File: src/rtl/icache_refill_pkg.sv
// Shared types and helpers for the icache line refill master.
package icache_refill_pkg;

    typedef enum logic [1:0] {
        StIdle,
        StIssue,
        StDrain,
        StDone
    } state_e;

    // Number of address bits that select a word inside a line.
    function automatic int unsigned offs_bits(input int unsigned wpl);
        return $clog2(wpl);
    endfunction

endpackage

File: src/rtl/icache_refill_master_if.sv
// Word-wide memory port (CEN/A/GNT/WEN/D/BE/Q/RVAL) between refill master and memory.
interface icache_refill_master_if #(
    parameter int unsigned ADDR_WIDTH = 12,
    parameter int unsigned DATA_WIDTH = 64,
    parameter int unsigned BE_WIDTH   = DATA_WIDTH / 8
);
    logic                  CEN;
    logic [ADDR_WIDTH-1:0] A;
    logic                  GNT;
    logic                  WEN;
    logic [DATA_WIDTH-1:0] D;
    logic [BE_WIDTH-1:0]   BE;
    logic [DATA_WIDTH-1:0] Q;
    logic                  RVAL;

    modport master (output CEN, A, WEN, D, BE, input GNT, Q, RVAL);
    modport slave  (input CEN, A, WEN, D, BE, output GNT, Q, RVAL);
endinterface

File: src/rtl/icache_refill_master.sv
// Fetches one cache line as single-word reads, critical word first, and presents the
// assembled line to the icache.
module icache_refill_master
    import icache_refill_pkg::*;
#(
    parameter int unsigned ADDR_WIDTH     = 12,
    parameter int unsigned DATA_WIDTH     = 64,
    parameter int unsigned BE_WIDTH       = DATA_WIDTH / 8,
    parameter int unsigned WORDS_PER_LINE = 4,
    localparam int unsigned OFFS          = offs_bits(WORDS_PER_LINE)
) (
    input  logic                                     CLK,
    input  logic                                     INITN,
    input  logic                                     req_valid_i,
    output logic                                     req_ready_o,
    input  logic [ADDR_WIDTH-1:0]                    req_addr_i,
    output logic                                     line_valid_o,
    input  logic                                     line_ready_i,
    output logic [WORDS_PER_LINE*DATA_WIDTH-1:0]     line_data_o,
    output logic [ADDR_WIDTH-OFFS-1:0]               line_addr_o,
    output logic                                     err_o,
    icache_refill_master_if.master                   mem
);

    localparam logic [OFFS:0] LastIss = (OFFS + 1)'(WORDS_PER_LINE - 1);
    localparam logic [OFFS:0] FullCnt = (OFFS + 1)'(WORDS_PER_LINE);

    state_e                                       state_q, state_d;
    logic [OFFS:0]                                iss_cnt_q, iss_cnt_d;
    logic [OFFS:0]                                rx_cnt_q, rx_cnt_d;
    logic [OFFS-1:0]                              offs_q, offs_d;
    logic [ADDR_WIDTH-OFFS-1:0]                   line_q, line_d;
    logic [WORDS_PER_LINE-1:0][DATA_WIDTH-1:0]    buf_q, buf_d;
    logic                                         err_q, err_d;
    logic                                         first_q;
    logic [OFFS-1:0]                              iss_word, rx_word;

    // Word positions wrap inside the line; the line address is never incremented.
    assign iss_word = offs_q + iss_cnt_q[OFFS-1:0];
    assign rx_word  = offs_q + rx_cnt_q[OFFS-1:0];

    assign mem.A       = {line_q, iss_word};
    assign mem.WEN     = 1'b1;
    assign mem.D       = '0;
    assign mem.BE      = {BE_WIDTH{1'b1}};
    assign line_data_o = buf_q;
    assign line_addr_o = line_q;
    assign err_o       = err_q;

    // Next-state, response capture and handshake outputs.
    always_comb begin
        state_d      = state_q;
        iss_cnt_d    = iss_cnt_q;
        rx_cnt_d     = rx_cnt_q;
        offs_d       = offs_q;
        line_d       = line_q;
        buf_d        = buf_q;
        err_d        = err_q;
        req_ready_o  = 1'b0;
        line_valid_o = 1'b0;
        mem.CEN      = 1'b1;

        // A response left over from before reset release is ignored without flagging.
        if (mem.RVAL && !first_q) begin
            if (rx_cnt_q < iss_cnt_q) begin
                buf_d[rx_word] = mem.Q;
                rx_cnt_d       = rx_cnt_q + 1'b1;
            end else begin
                err_d = 1'b1;
            end
        end

        unique case (state_q)
            StIdle: begin
                req_ready_o = 1'b1;
                if (req_valid_i) begin
                    line_d    = req_addr_i[ADDR_WIDTH-1:OFFS];
                    offs_d    = req_addr_i[OFFS-1:0];
                    iss_cnt_d = '0;
                    rx_cnt_d  = '0;
                    state_d   = StIssue;
                end
            end
            StIssue: begin
                mem.CEN = 1'b0;
                if (mem.GNT) begin
                    iss_cnt_d = iss_cnt_q + 1'b1;
                    if (iss_cnt_q == LastIss) begin
                        state_d = StDrain;
                    end
                end
            end
            StDrain: begin
                // Look at the updated count so the last response moves us on this cycle.
                if (rx_cnt_d == FullCnt) begin
                    state_d = StDone;
                end
            end
            StDone: begin
                line_valid_o = 1'b1;
                if (line_ready_i) begin
                    state_d = StIdle;
                end
            end
            default: state_d = StIdle;
        endcase
    end

    // State, counters, line buffer and sticky error.
    always_ff @(posedge CLK or negedge INITN) begin
        if (!INITN) begin
            state_q   <= StIdle;
            iss_cnt_q <= '0;
            rx_cnt_q  <= '0;
            offs_q    <= '0;
            line_q    <= '0;
            buf_q     <= '0;
            err_q     <= 1'b0;
            first_q   <= 1'b1;
        end else begin
            state_q   <= state_d;
            iss_cnt_q <= iss_cnt_d;
            rx_cnt_q  <= rx_cnt_d;
            offs_q    <= offs_d;
            line_q    <= line_d;
            buf_q     <= buf_d;
            err_q     <= err_d;
            first_q   <= 1'b0;
        end
    end

endmodule

File: src/flat_wrapper.sv
// flat-port wrapper written by rule: the top's interface ports become plain ports
module icache_refill_master_flat import icache_refill_pkg::*;
#(
    parameter int unsigned ADDR_WIDTH     = 12,
    parameter int unsigned DATA_WIDTH     = 64,
    parameter int unsigned BE_WIDTH       = DATA_WIDTH / 8,
    parameter int unsigned WORDS_PER_LINE = 4,
    localparam int unsigned OFFS          = offs_bits(WORDS_PER_LINE)
)
  (CLK, INITN, req_valid_i, req_ready_o, req_addr_i, line_valid_o, line_ready_i, line_data_o, line_addr_o, err_o, mem_CEN, mem_A, mem_WEN, mem_D, mem_BE, mem_GNT, mem_Q, mem_RVAL);
  icache_refill_master_if #(.ADDR_WIDTH(ADDR_WIDTH), .DATA_WIDTH(DATA_WIDTH), .BE_WIDTH(BE_WIDTH)) mem_i ();
  input  logic CLK;
  input  logic INITN;
  input  logic req_valid_i;
  output logic req_ready_o;
  input  logic [ADDR_WIDTH-1:0] req_addr_i;
  output logic line_valid_o;
  input  logic line_ready_i;
  output logic [WORDS_PER_LINE*DATA_WIDTH-1:0] line_data_o;
  output logic [ADDR_WIDTH-OFFS-1:0] line_addr_o;
  output logic err_o;
  output wire logic [$bits(mem_i.CEN)-1:0] mem_CEN;
  output wire logic [$bits(mem_i.A)-1:0] mem_A;
  output wire logic [$bits(mem_i.WEN)-1:0] mem_WEN;
  output wire logic [$bits(mem_i.D)-1:0] mem_D;
  output wire logic [$bits(mem_i.BE)-1:0] mem_BE;
  input wire logic [$bits(mem_i.GNT)-1:0] mem_GNT;
  input wire logic [$bits(mem_i.Q)-1:0] mem_Q;
  input wire logic [$bits(mem_i.RVAL)-1:0] mem_RVAL;
  assign mem_CEN = mem_i.CEN;
  assign mem_A = mem_i.A;
  assign mem_WEN = mem_i.WEN;
  assign mem_D = mem_i.D;
  assign mem_BE = mem_i.BE;
  assign mem_i.GNT = mem_GNT;
  assign mem_i.Q = mem_Q;
  assign mem_i.RVAL = mem_RVAL;
  icache_refill_master #(.ADDR_WIDTH(ADDR_WIDTH), .DATA_WIDTH(DATA_WIDTH), .BE_WIDTH(BE_WIDTH), .WORDS_PER_LINE(WORDS_PER_LINE)) u_core (.CLK(CLK), .INITN(INITN), .req_valid_i(req_valid_i), .req_ready_o(req_ready_o), .req_addr_i(req_addr_i), .line_valid_o(line_valid_o), .line_ready_i(line_ready_i), .line_data_o(line_data_o), .line_addr_o(line_addr_o), .err_o(err_o), .mem(mem_i));
endmodule
File: config.mk
export PLATFORM = sky130hd
export DESIGN_NAME = icache_refill_master_flat
export DESIGN_NICKNAME = d
export VERILOG_FILES = /design/src/rtl/icache_refill_pkg.sv /design/src/rtl/icache_refill_master_if.sv /design/src/rtl/icache_refill_master.sv /design/src/flat_wrapper.sv
export SDC_FILE = /design/constraint.sdc
export NUM_CORES = 1
export LEC_CHECK = 0
export BUFFER_PORTS_ARGS = -buffer_cell sky130_fd_sc_hd__buf_4
export CELL_PAD_IN_SITES_DETAIL_PLACEMENT = 1
export CELL_PAD_IN_SITES_GLOBAL_PLACEMENT = 2
export CORE_MARGIN = 4
export CORE_UTILIZATION = 33
export CTS_CLUSTER_DIAMETER = 40
export DETAILED_ROUTE_END_ITERATION = 8
export PLACE_DENSITY_LB_ADDON = 0.08
export SETUP_SLACK_MARGIN = 0.5
export SYNTH_ARGS = -nofsm -noshare
export SYNTH_HDL_FRONTEND = slang
export SYNTH_SLANG_ARGS = --single-unit
export TNS_END_PERCENT = 20
File: constraint.sdc
create_clock -name CLK -period 3.1 [get_ports CLK]
set_input_delay 0.465 -clock CLK [delete_from_list [all_inputs] [get_ports CLK]]
set_output_delay 0.465 -clock CLK [all_outputs]
set_load 0.02 [all_outputs]
After elaboration in Yosys (flattened, before gate mapping):

Index checks and enable logic that the tools add are counted.

* flip-flop bits (word level): 278
* output and inout bits: 355

* $add $sub $neg: 4
* $lt $le $gt $ge: 3
* eq/ne operators: 10
* mux-type cells: 19
* bitwise operators: 1
* reductions and logical operators: 10

Operator list (number)
* bitwise mux 256 bit: 1
* demux 64 bit (select 2 bit): 1
* 2-to-1 mux 64 bit: 1
* 2-to-1 mux 3 bit: 6
* 2-to-1 mux 2 bit: 5
* case mux 2 bit (4 select lines): 1
* adder 3 x 1 -> 3 bit (second input constant): 2
* != test 2 bit (second input constant): 3
* case mux 3 bit (2 select lines): 1
* AND reduction 2 bit: 3
* AND reduction 5 bit: 1
* adder 2 bit: 2
* equality test 2 bit (second input constant): 2
* != test 2 x 1 -> 1 bit (second input constant): 2
* equality test 3 x 2 -> 1 bit (second input constant): 1
* equality test 3 bit (second input constant): 1
* less-than comparator 2 x 3 -> 1 bit (second input constant): 1
* less-than comparator 3 bit: 1
* 2-to-1 mux 1 bit: 3
* AND reduction 3 bit: 1
* equality test 2 x 1 -> 1 bit (second input constant): 1
* greater-or-equal comparator 2 x 1 -> 1 bit (second input constant): 1
* logical AND 1 bit: 2
* logical NOT 2 bit: 1
* other kinds (3): 3

Logic depth before layout (Yosys ltp):

Gate-level depths: netlist of run 1.

* word-level depth: 6
* depth in mapped cells: 9

Least setup slack after synthesis of run 1:

Ideal clock, no wire load.

* kind: register -> register
* start point: register u_core.state_q[0]
* end point: register u_core.state_q[1]
* setup time: 0.125 ns
* data arrival time: 2.128 ns
* path slack: 0.847 ns
* stages on the path, launching flop included: 9
* buffers on the path: 1
* clock period less this slack: 2.253 ns
* cells stage by stage: dfrtp_1 -> inv_1 -> ha_1 -> clkbuf_1 -> nor2b_1 -> a221o_1 -> a41o_1 -> a311oi_2 -> mux2_2

* word-level cells in the longest chain between the ends: 3
* elaborated cells between the ends (all ways): 11
* classes of those cells: eq/ne (8); mux (1); reduce/logical (2)

Ends and longest elaborated chain
* start, declared: line icache_refill_master.sv:28 `state_e state_q, state_d;`
* start signal, assigned: line icache_refill_master.sv:112 `state_q <= StIdle;`
* start signal, assigned: line icache_refill_master.sv:121 `state_q <= state_d;`
* equality test 2 bit (tied with other cells): line icache_refill_master.sv:73 `unique case (state_q)`
* != test 2 x 1 -> 1 bit (no line) / != test 2 bit (equally long branches)
* AND reduction 5 bit (no line)

Parallel ways exist; a longest one is shown, timed or not.
A chain may end at the register's enable or synchronous reset.

Worst setup path after layout of run 1:

* start point: register u_core.iss_cnt_q[2]
* end point: register u_core.buf_q, in the netlist u_core.line_data_o[43]

* word-level cells in the longest chain between the ends: 2

Ends and longest elaborated chain
* start, declared: line icache_refill_master.sv:29 `logic [OFFS:0] iss_cnt_q, iss_cnt_d;`
* start signal, assigned: line icache_refill_master.sv:122 `iss_cnt_q <= iss_cnt_d;`
* less-than comparator 3 bit: line icache_refill_master.sv:65 `if (rx_cnt_q < iss_cnt_q) begin`
* AND reduction 2 bit (no line)
* end signal, assigned: line icache_refill_master.sv:126 `buf_q <= buf_d;`
* end, declared: line icache_refill_master.sv:33 `logic [WORDS_PER_LINE-1:0][DATA_WIDTH-1:0] buf_q, buf_d;`

No other way between the ends.

==> key figures, run 1 <==
Die
  • Starting Density: 33.4%
  • Die area: ~0.04 sq mm
  • Core area: between 0.03 and 0.04 sq mm
  • Top-Level Pins: approximately 440
  • Num rows: 69
  • Chip Width: 198 um
  • Die height: between 150 and 200 um

Synthesis
  • Avg Cell Area, Syn: around 16 sq um
  • Synth warn: 0
  • Post-synth top area cell: dfrtp_1
  • Post-Syn Instances: approximately 730
  • Post-synthesis instance area: between 0.01 and 0.015 sq mm
  • Synth unique cells: 37
  • Synth area leaders: dfrtp_1 58%, mux2_4 13%, mux2_1 8.5%, mux2_2 7.6%, buf_4 5.3%
  • Post-synthesis sequential area ratio: 58.7%
  • Share of the synthesized area in the top cell type: around three fifths
  • Synthesized flop and latch total: about 280

Setup path
  • Reg2reg start: u_core.iss_cnt_q[2]$_DFFE_PN0P_
  • CP Buf/Inv Count: 4
  • Reg2Reg Depth: 10
  • Worst Setup End Kind: flop
  • Worst setup SP type: flop
  • Critical path's slowest cell: dfrtp_1
  • WP data arrival: around 2900 ps
  • Worst setup path class: flop to flop
  • Crit-path max cell delay: around 370 ps
  • CP required: around 3500 ps
  • CP max FO: 20
  • Worst Setup SP: u_core.iss_cnt_q[2]$_DFFE_PN0P_
  • CP cell instances: inv_1 > ha_1 > a21o_1 > a311oi_2 > buf_6 > nand2_2 > nor2_8 > buf_12 > buf_16 > mux2_2
  • Family with the most delay on the worst path: buffers and inverters
  • R2r setup slk: roughly 620 ps
  • Critical path depth: 10

Placed design
  • Number of port buffers: 363
  • Setup WS pre-CTS: between 500 and 600 ps
  • DP HPWL: 23.8 mm
  • DP Area: between 0.01 and 0.015 sq mm
  • Routability Congestion: around 0.71

Status
  • Status: finished, final reports clean

STA
  • Final hold vios: 0
  • Setup ws final: around 620 ps
  • Final setup fails: 0
  • Final TNS setup: 0 ps
  • Clock Skew: ~14 ps
  • Post-layout min period: between 2000 and 2500 ps
  • Worst-margin pin slew: ~780 ps
  • Worst slew margin: between 40 and 50%
  • RSZ-0062 raised after global routing: false
  • FMAX: about 0.40 GHz
  • Max-slew violations: 0
  • Fin crit share: between 80% and 90%

CTS
  • Skew-Pair Late Insertion Delay: between 500 and 600 ps
  • Clk sinks: roughly 280
  • Htree depth: 2
  • CTS buffer count: 48
  • Clock buffer depth: 3
  • Clock slew at reported path FFs: 50 ps
  • CTS tree: built
  • Root Buffer: clkbuf_16

Global route
  • GRT Resource Usage Total: around 17%
  • Aggregate global routing overflow: 0
  • Number of global-route vias before repair: ~7,700
  • Largest net degree at the start of global routing: 67
  • Initial antenna violation count: 0
  • First-pass GRT wire length: 50.9 mm

Final layout
  • Nets: 1,218
  • Share of cells above drive strength 1: between 50 and 60%
  • Fill count: approximately 3,700
  • Post-route cell area: approximately 0.016 sq mm
  • Final core utilization: a little under half
  • Diode count: 0
  • P&R area growth vs syn: 38.8%
  • Multi-input gate area: about 0.0042 sq mm
  • Sequential Area: between 0.006 and 0.007 sq mm

Pwr
  • VDD IR max: 577 uV
  • Tot Pwr: 0.0204 W
  • Cell area power density: 1240 mW/mm^2
  • Leakage power: approximately 8.4 nW

Hold path
  • Hold crit path type: input pin to flop
  • Hold path depth: 2
  • Hold Startpoint: req_addr_i[11]

Drt
  • Detailed Route WL: 34.2 mm
  • DR vias/cell: ~4.5
  • Initial drt markers: 157
  • Routed WL per cell: roughly 21 um
  • Antenna Nets Post-Route: 0
  • Detailed Routing Iterations Pass 1: 4
  • Drt drc: 0
  • DR vias: roughly 7,300

Job
  • Max Cap Violations: 0
cells by family (layout without fill, tap and decap cells):
group | Yosys count | count (layout) | synth area share, %
flip-flops | 278 | 278 | 58.7
multiplexers | 270 | 270 | 28.8
buffers and inverters | 116 | 479 | 7.85
AND/OR/NAND/NOR | 24 | 24 | 1.66
AO/OA/AOI/OAI | 21 | 21 | 1.30
adder cells (fa/ha/maj) | 11 | 11 | 1.16
XOR/XNOR | 7 | 7 | 0.517
other | 2 | 74 | 0.0633
repair_timing:
item / in CTS / in global routing
pin swaps: 0 / 1
hold buffers: 1 / 0
setup buffers: 0 / 5
endpoints found under the setup margin: 13 / 128
gates cloned: 0 / 1
gates resized for setup: 1 / 1
endpoints found under the hold margin: 61 / 0
cell usage in the layout, fill, tap and decap left out, drive strengths merged:
cell type,count
a21o,1
a21oi,6
a221o,2
a22oi,1
a311oi,2
a31oi,1
a41o,1
and3,1
buf,382
bufinv,4
clkbuf,60
clkinv,15
clkinvlp,7
conb,74
dfrtp,277
dfstp,1
dlygate4sd3,1
ha,11
inv,10
mux2,269
mux2i,1
nand2,7
nand2b,3
nand3,3
nand3b,3
nor2,3
nor2b,2
nor3b,1
o21ai,5
o21bai,1
o32a,1
or3,1
xnor2,5
xor2,2
state kept, by name (all words and copies together), names as in the netlist:
signal,cells
u_core.first_q,1
u_core.line_addr_o,10
u_core.line_data_o,256
u_core.iss_cnt_q,3
u_core.offs_q,2
u_core.state_q,2
u_core.err_o,1
u_core.rx_cnt_q,3
report_power, final:
| group | switching [W] | internal [W] | total, W |
|---|---|---|---|
| logic | 0.00458 | 0.00425 | 0.00883 |
| clock network | 0.00186 | 0.00335 | 0.00521 |
| registers | 0.00101 | 0.00534 | 0.00635 |
layout make-up:
type / count / area share (%)
sequential: 278 / 42.3
multi-input combinational: 407 / 25.8
clock inverter: 30 / 1.83
inverter: 6 / 0.137
timing repair buffer: 384 / 18.5
tap: 461 / 3.50
clock buffer: 59 / 7.97
synthesized netlist by cell type:
| cell type | n |
|---|---|
| a21o_1 | 1 |
| a21oi_1 | 6 |
| a221o_1 | 2 |
| a22oi_1 | 1 |
| a311oi_2 | 2 |
| a31oi_1 | 1 |
| a41o_1 | 1 |
| and3_1 | 1 |
| buf_4 | 84 |
| buf_6 | 24 |
| clkbuf_1 | 2 |
| conb_1 | 2 |
| dfrtp_1 | 277 |
| dfstp_2 | 1 |
| ha_1 | 11 |
| inv_1 | 6 |
| mux2_1 | 89 |
| mux2_2 | 80 |
| mux2_4 | 100 |
| mux2i_1 | 1 |
| nand2_1 | 5 |
| nand2_2 | 2 |
| nand2b_1 | 2 |
| nand2b_4 | 1 |
| nand3_1 | 1 |
| nand3_4 | 2 |
| nand3b_1 | 3 |
| nor2_1 | 1 |
| nor2_8 | 2 |
| nor2b_1 | 2 |
| nor3b_1 | 1 |
| o21ai_0 | 5 |
| o21bai_1 | 1 |
| o32a_1 | 1 |
| or3_1 | 1 |
| xnor2_1 | 5 |
| xor2_1 | 2 |
path summary, 6_finish.rpt:
kind / end
worst max-delay path: u_core.line_data_o[43]$_DFFE_PN0P_
worst min-delay path: u_core.line_addr_o[9]$_DFFE_PN0P_
worst max register to register: u_core.line_data_o[43]$_DFFE_PN0P_
worst min register to register: u_core.line_data_o[150]$_DFFE_PN0P_
max in group asynchronous: u_core.line_data_o[157]$_DFFE_PN0P_
min in group asynchronous: u_core.line_data_o[101]$_DFFE_PN0P_
metrics by stage:
step,hold slack [ps],instances
global placement,465,1529
finish,145,1625
CTS,102,1619
global route,109,1625
floorplan,169,801
detailed placement,469,1529
metal layers:
layer	share of wire [%]	wire, um	global-route usage (%)	vias to the layer above
li1	-	-	-	3205
met1	42	14400	21.9	3741
met2	48	16300	27.2	288
met3	7.9	2710	5.58	45
met4	2.3	794	5.18	0
met5	0	0	0	-
Power figures use the tool's default switching activity.
==> inputs of run 2 (changes only) <==
- ABC_AREA: default -> 1
- CORE_UTILIZATION: 33 -> 28
- clock period: 3.1 -> 2.45 ns (I/O delays scaled with it)
==> run 2 against run 1 <==
  * Cell count is 28% higher
  * Sequential share of layout area down 0.060 points
  * Core utilization down 3.8 points
  * Worst setup slack worse by 130 ps
  * Sequential cell count did not move
  * Sequential power increased by 22%
  * Synthesized area is 7.1% lower
  * Total power is 25% higher
  * Register-to-register slack got worse by 130 ps
  * Global-route usage rose by 0.59 points
  * Worst hold slack worse by 37 ps
  * Largest cell class unchanged
  * Largest power group unchanged
==> key figures, run 2 <==
Placed design
  • Routability Congestion: 0.751 (+5.3%)
  • DP HPWL: 26.7 mm (+12%)
  • DP Area: 0.0140 sq mm (-4.8%)
  • Number of port buffers: 363 (unchanged)

Drt
  • DR vias: 8,831 (+21%)
  • Detailed Routing Iterations Pass 1: 4 (unchanged)
  • Drt drc: 0 (unchanged)
  • Wl on met1: 17.2 mm (+20%)
  • Wire length on met2: 19.0 mm (+17%)
  • Routed WL per cell: 19.1 um (-8.9%)
  • Initial drt markers: 330 (+110%)
  • Highest Signal Layer: met4
  • Detailed Route WL: 39.7 mm (+16%)
  • Antenna Nets Post-Route: 0 (unchanged)
  • DR vias/cell: 4.26 (-4.9%)
  • WL met3: 2.77 mm (+2.4%)

Die
  • Die height: 206 um (+4.4%)
  • Num rows: 72 (+4.3%)
  • Chip Width: 206 um (+4.4%)
  • Starting Density: 28.4% (-5.0 points)
  • Top-Level Pins: 437 (unchanged)
  • Die area: 0.0426 sq mm (+9.1%)
  • Core area: 0.0387 sq mm (+9.2%)

Pwr
  • Reg power frac: 30.5% (-0.6 points)
  • Int Power: 0.0158 W (+22%)
  • Leakage power: 8.66 nW (+3.2%)
  • Clock network power share: 30.5% (+4.9 points)
  • VDD IR max: 576 uV (-0.15%)
  • Sw frac: 37.7% (+1.1 points)
  • Comb power frac: 39.0% (-4.3 points)
  • Switching power: 0.00958 W (+28%)
  • Cell area power density: 1540 mW/mm^2 (+24%)

Setup path
  • Family with the most delay on the worst path: simple AND/OR/NAND/NOR gates
  • Crit-path max cell delay: 420 ps (+50 ps)
  • Worst setup path class: flop to flop
  • WP data arrival: 2380 ps (-540 ps)
  • R2r setup slk: 490 ps (-130 ps)
  • Reg2Reg Depth: 8 (-2)
  • Critical path's slowest cell: dfrtp_1
  • Worst setup SP type: flop
  • CP cell instances: ha_4 > a21oi_4 > nand3_4 > nor2_4 > nand2_8 > buf_12 > nand2_1 > o21ai_0
  • CP required: 2870 ps (-670 ps)
  • CP max FO: 56 (+180%)
  • Reg2reg start: u_core.rx_cnt_q[2]$_DFF_PN0_
  • RR Endpoint: u_core.line_data_o[10]$_DFFE_PN0P_
  • CP Buf/Inv Count: 1 (-3)
  • Worst Setup End Kind: flop

CTS
  • CTS tree: built
  • Root Buffer: clkbuf_16
  • Clock buffer depth: 3 (unchanged)
  • Htree depth: 2 (unchanged)
  • Clk sinks: 278 (unchanged)
  • Clock slew at reported path FFs: 50 ps (about the same)
  • Skew-Pair Late Insertion Delay: 570 ps (about the same)
  • CTS buffer count: 50 (+4.2%)

Synthesis
  • Main flop type after synthesis: dfrtp_1
  • Synthesized flop and latch total: 278 (unchanged)
  • Post-Syn Instances: 1,117 (+53%)
  • Ys async rst share: 100% (unchanged)
  • Avg Cell Area, Syn: 9.86 sq um (-39%)
  • Post-synthesis sequential area ratio: 63.2% (+4.5 points)
  • Synth cell count leaders: 317 x nand2_1, 277 x dfrtp_1, 199 x o21ai_0
  • Post-synth top area cell: dfrtp_1
  • Most common cell in the netlist: nand2_1
  • Post-synthesis instance area: 0.0110 sq mm (-7.1%)
  • Synth warn: 0 (unchanged)
  • Synth unique cells: 25 (-32%)
  • Post-synth EDFFs: 0 (unchanged)
  • Share of the synthesized area in the top cell type: 62.9% (+4.5 points)
  • Synth area leaders: dfrtp_1 63%, nand2_1 11%, o21ai_0 9.0%, buf_4 6.6%, inv_1 2.8%

STA
  • RSZ-0062 raised after global routing: true
  • Worst hold slack: 108 ps (-37.4 ps)
  • Final hold vios: 0 (unchanged)
  • Final setup fails: 0 (unchanged)
  • Max-slew violations: 0 (unchanged)
  • Fin crit share: 80.1% (about the same)
  • Worst slew margin: 63.9% (+16 points)
  • Clock Skew: 19.2 ps (+4.99 ps)
  • Post-layout min period: 1960 ps (-520 ps)
  • Final TNS setup: 0 ps (unchanged)
  • Worst-margin pin slew: 542 ps (-237 ps)
  • FMAX: 0.510 GHz (+27%)

Final layout
  • Commonest non-fill, non-tap cell in the layout: buf_4
  • Share of cells above drive strength 1: 33.0% (-23 points)
  • Max FFs per register: 256 (unchanged)
  • Post-route cell area: 0.0165 sq mm (+0.16%)
  • Final core utilization: 42.6% (-3.8 points)
  • P&R area growth vs syn: 49.7%
  • Diode count: 0 (unchanged)
  • Fill count: 4,420 (+21%)
  • Most frequent cells in the layout: 375 x buf_4, 312 x nand2_1, 276 x dfrtp_1, 190 x o21ai_0, 79 x inv_1
  • Nets: 1,608 (+32%)

Global route
  • GRT Resource Usage Total: 17.5% (+0.59 points)
  • Initial antenna violation count: 0 (unchanged)
  • Aggregate global routing overflow: 0 (unchanged)
  • First-pass GRT wire length: 57.5 mm (+13%)
  • Number of global-route vias before repair: 9,167 (+19%)
  • Largest net degree at the start of global routing: 73 (+9.0%)

Hold path
  • Hold Startpoint: mem_Q[23]
  • Min-Delay Endpoint: u_core.line_data_o[151]$_DFFE_PN0P_
  • Hold path depth: 3 (+1)
  • Hold crit path type: input pin to flop

Status
  • Status: finished, final reports clean

Job
  • Max Cap Violations: 0 (unchanged)
## run 2: cell count changes after synthesis, moves of 60 or more
cell / delta
mux2_1: -89
inv_1: +76
o21ai_1: +60
mux2_4: -100
nand2_1: +312
o21ai_0: +194
mux2_2: -80
## run 2: how the worst max path moves through the flow
stage,slack (ps),endpoint,cells after the start,startpoint
after floorplan,680,u_core.line_data_o[121]$_DFFE_PN0P_,9,u_core.rx_cnt_q[2]$_DFF_PN0_
after global placement,250,u_core.line_data_o[157]$_DFFE_PN0P_,10,u_core.rx_cnt_q[2]$_DFF_PN0_
after detailed placement,170,u_core.line_data_o[158]$_DFFE_PN0P_,10,u_core.rx_cnt_q[2]$_DFF_PN0_
after CTS,470,mem_A[1],3,u_core.iss_cnt_q[0]$_DFFE_PN0P_
after global routing,360,u_core.line_data_o[58]$_DFFE_PN0P_,8,u_core.rx_cnt_q[2]$_DFF_PN0_
final,490,u_core.line_data_o[10]$_DFFE_PN0P_,8,u_core.rx_cnt_q[2]$_DFF_PN0_
## run 2: per-stage QoR
step / setup WS (ps) / total power (W) / cells
CTS: 472 / 0.0256 / 2061
global placement: 252 / 0.0173 / 1948
global route: 359 / 0.0270 / 2074
finish: 487 / 0.0254 / 2074
floorplan: 681 / 0.0127 / 1189
detailed placement: 175 / 0.0175 / 1948
## run 2: cell type report
cell class / count / area, sq um / share of cell area, %
clock buffers: 64 / 1420 / 8.58
multi-input cells: 689 / 3210 / 19.4
clock inverters: 29 / 483 / 2.93
well taps: 518 / 648 / 3.93
flip-flops and latches: 278 / 6960 / 42.2
inverters: 82 / 308 / 1.87
repair buffers: 414 / 3470 / 21.0
## run 2: worst reg2reg max path, cell delays in order, from the launching register on
cell and delay [ps]:
dfrtp_1 420, ha_4 270, a21oi_4 180, nand3_4 140
nor2_4 250, nand2_8 150, buf_12 220, nand2_1 100
o21ai_0 90
## run 2: power groups by stage
stage / Clock, W / Combinational (W) / Sequential (W)
CTS: 0.00797 / 0.00985 / 0.00777
floorplan: 0 / 0.00277 / 0.00993
global placement: 0 / 0.00951 / 0.00777
detailed placement: 0 / 0.00965 / 0.00781
global route: 0.00822 / 0.0108 / 0.00802
finish: 0.00776 / 0.00991 / 0.00775
## run 2: logic make-up after synthesis
kind of cell,Yosys count,share of synthesized area (%)
AO/OA/AOI/OAI,266,12.2
XOR/XNOR,4,0.318
adder cells (fa/ha/maj),11,1.25
buffers and inverters,223,11.4
flip-flops,278,63.2
other,2,0.0682
AND/OR/NAND/NOR,333,11.6
## run 2: repair_timing
item,in CTS,in global routing
gates resized for setup,15,28
endpoints found under the hold margin,65,0
setup endpoints to repair,257,225
hold buffers,13,0
buffers inserted,4,5
cloned,3,8
pin swaps,1,2
## run 2: per-layer routing
metal	vias up	track usage, %
li1	4230	-
met1	4269	22.8
met2	284	28.4
met3	48	5.88
met4	0	4.25
met5	-	0
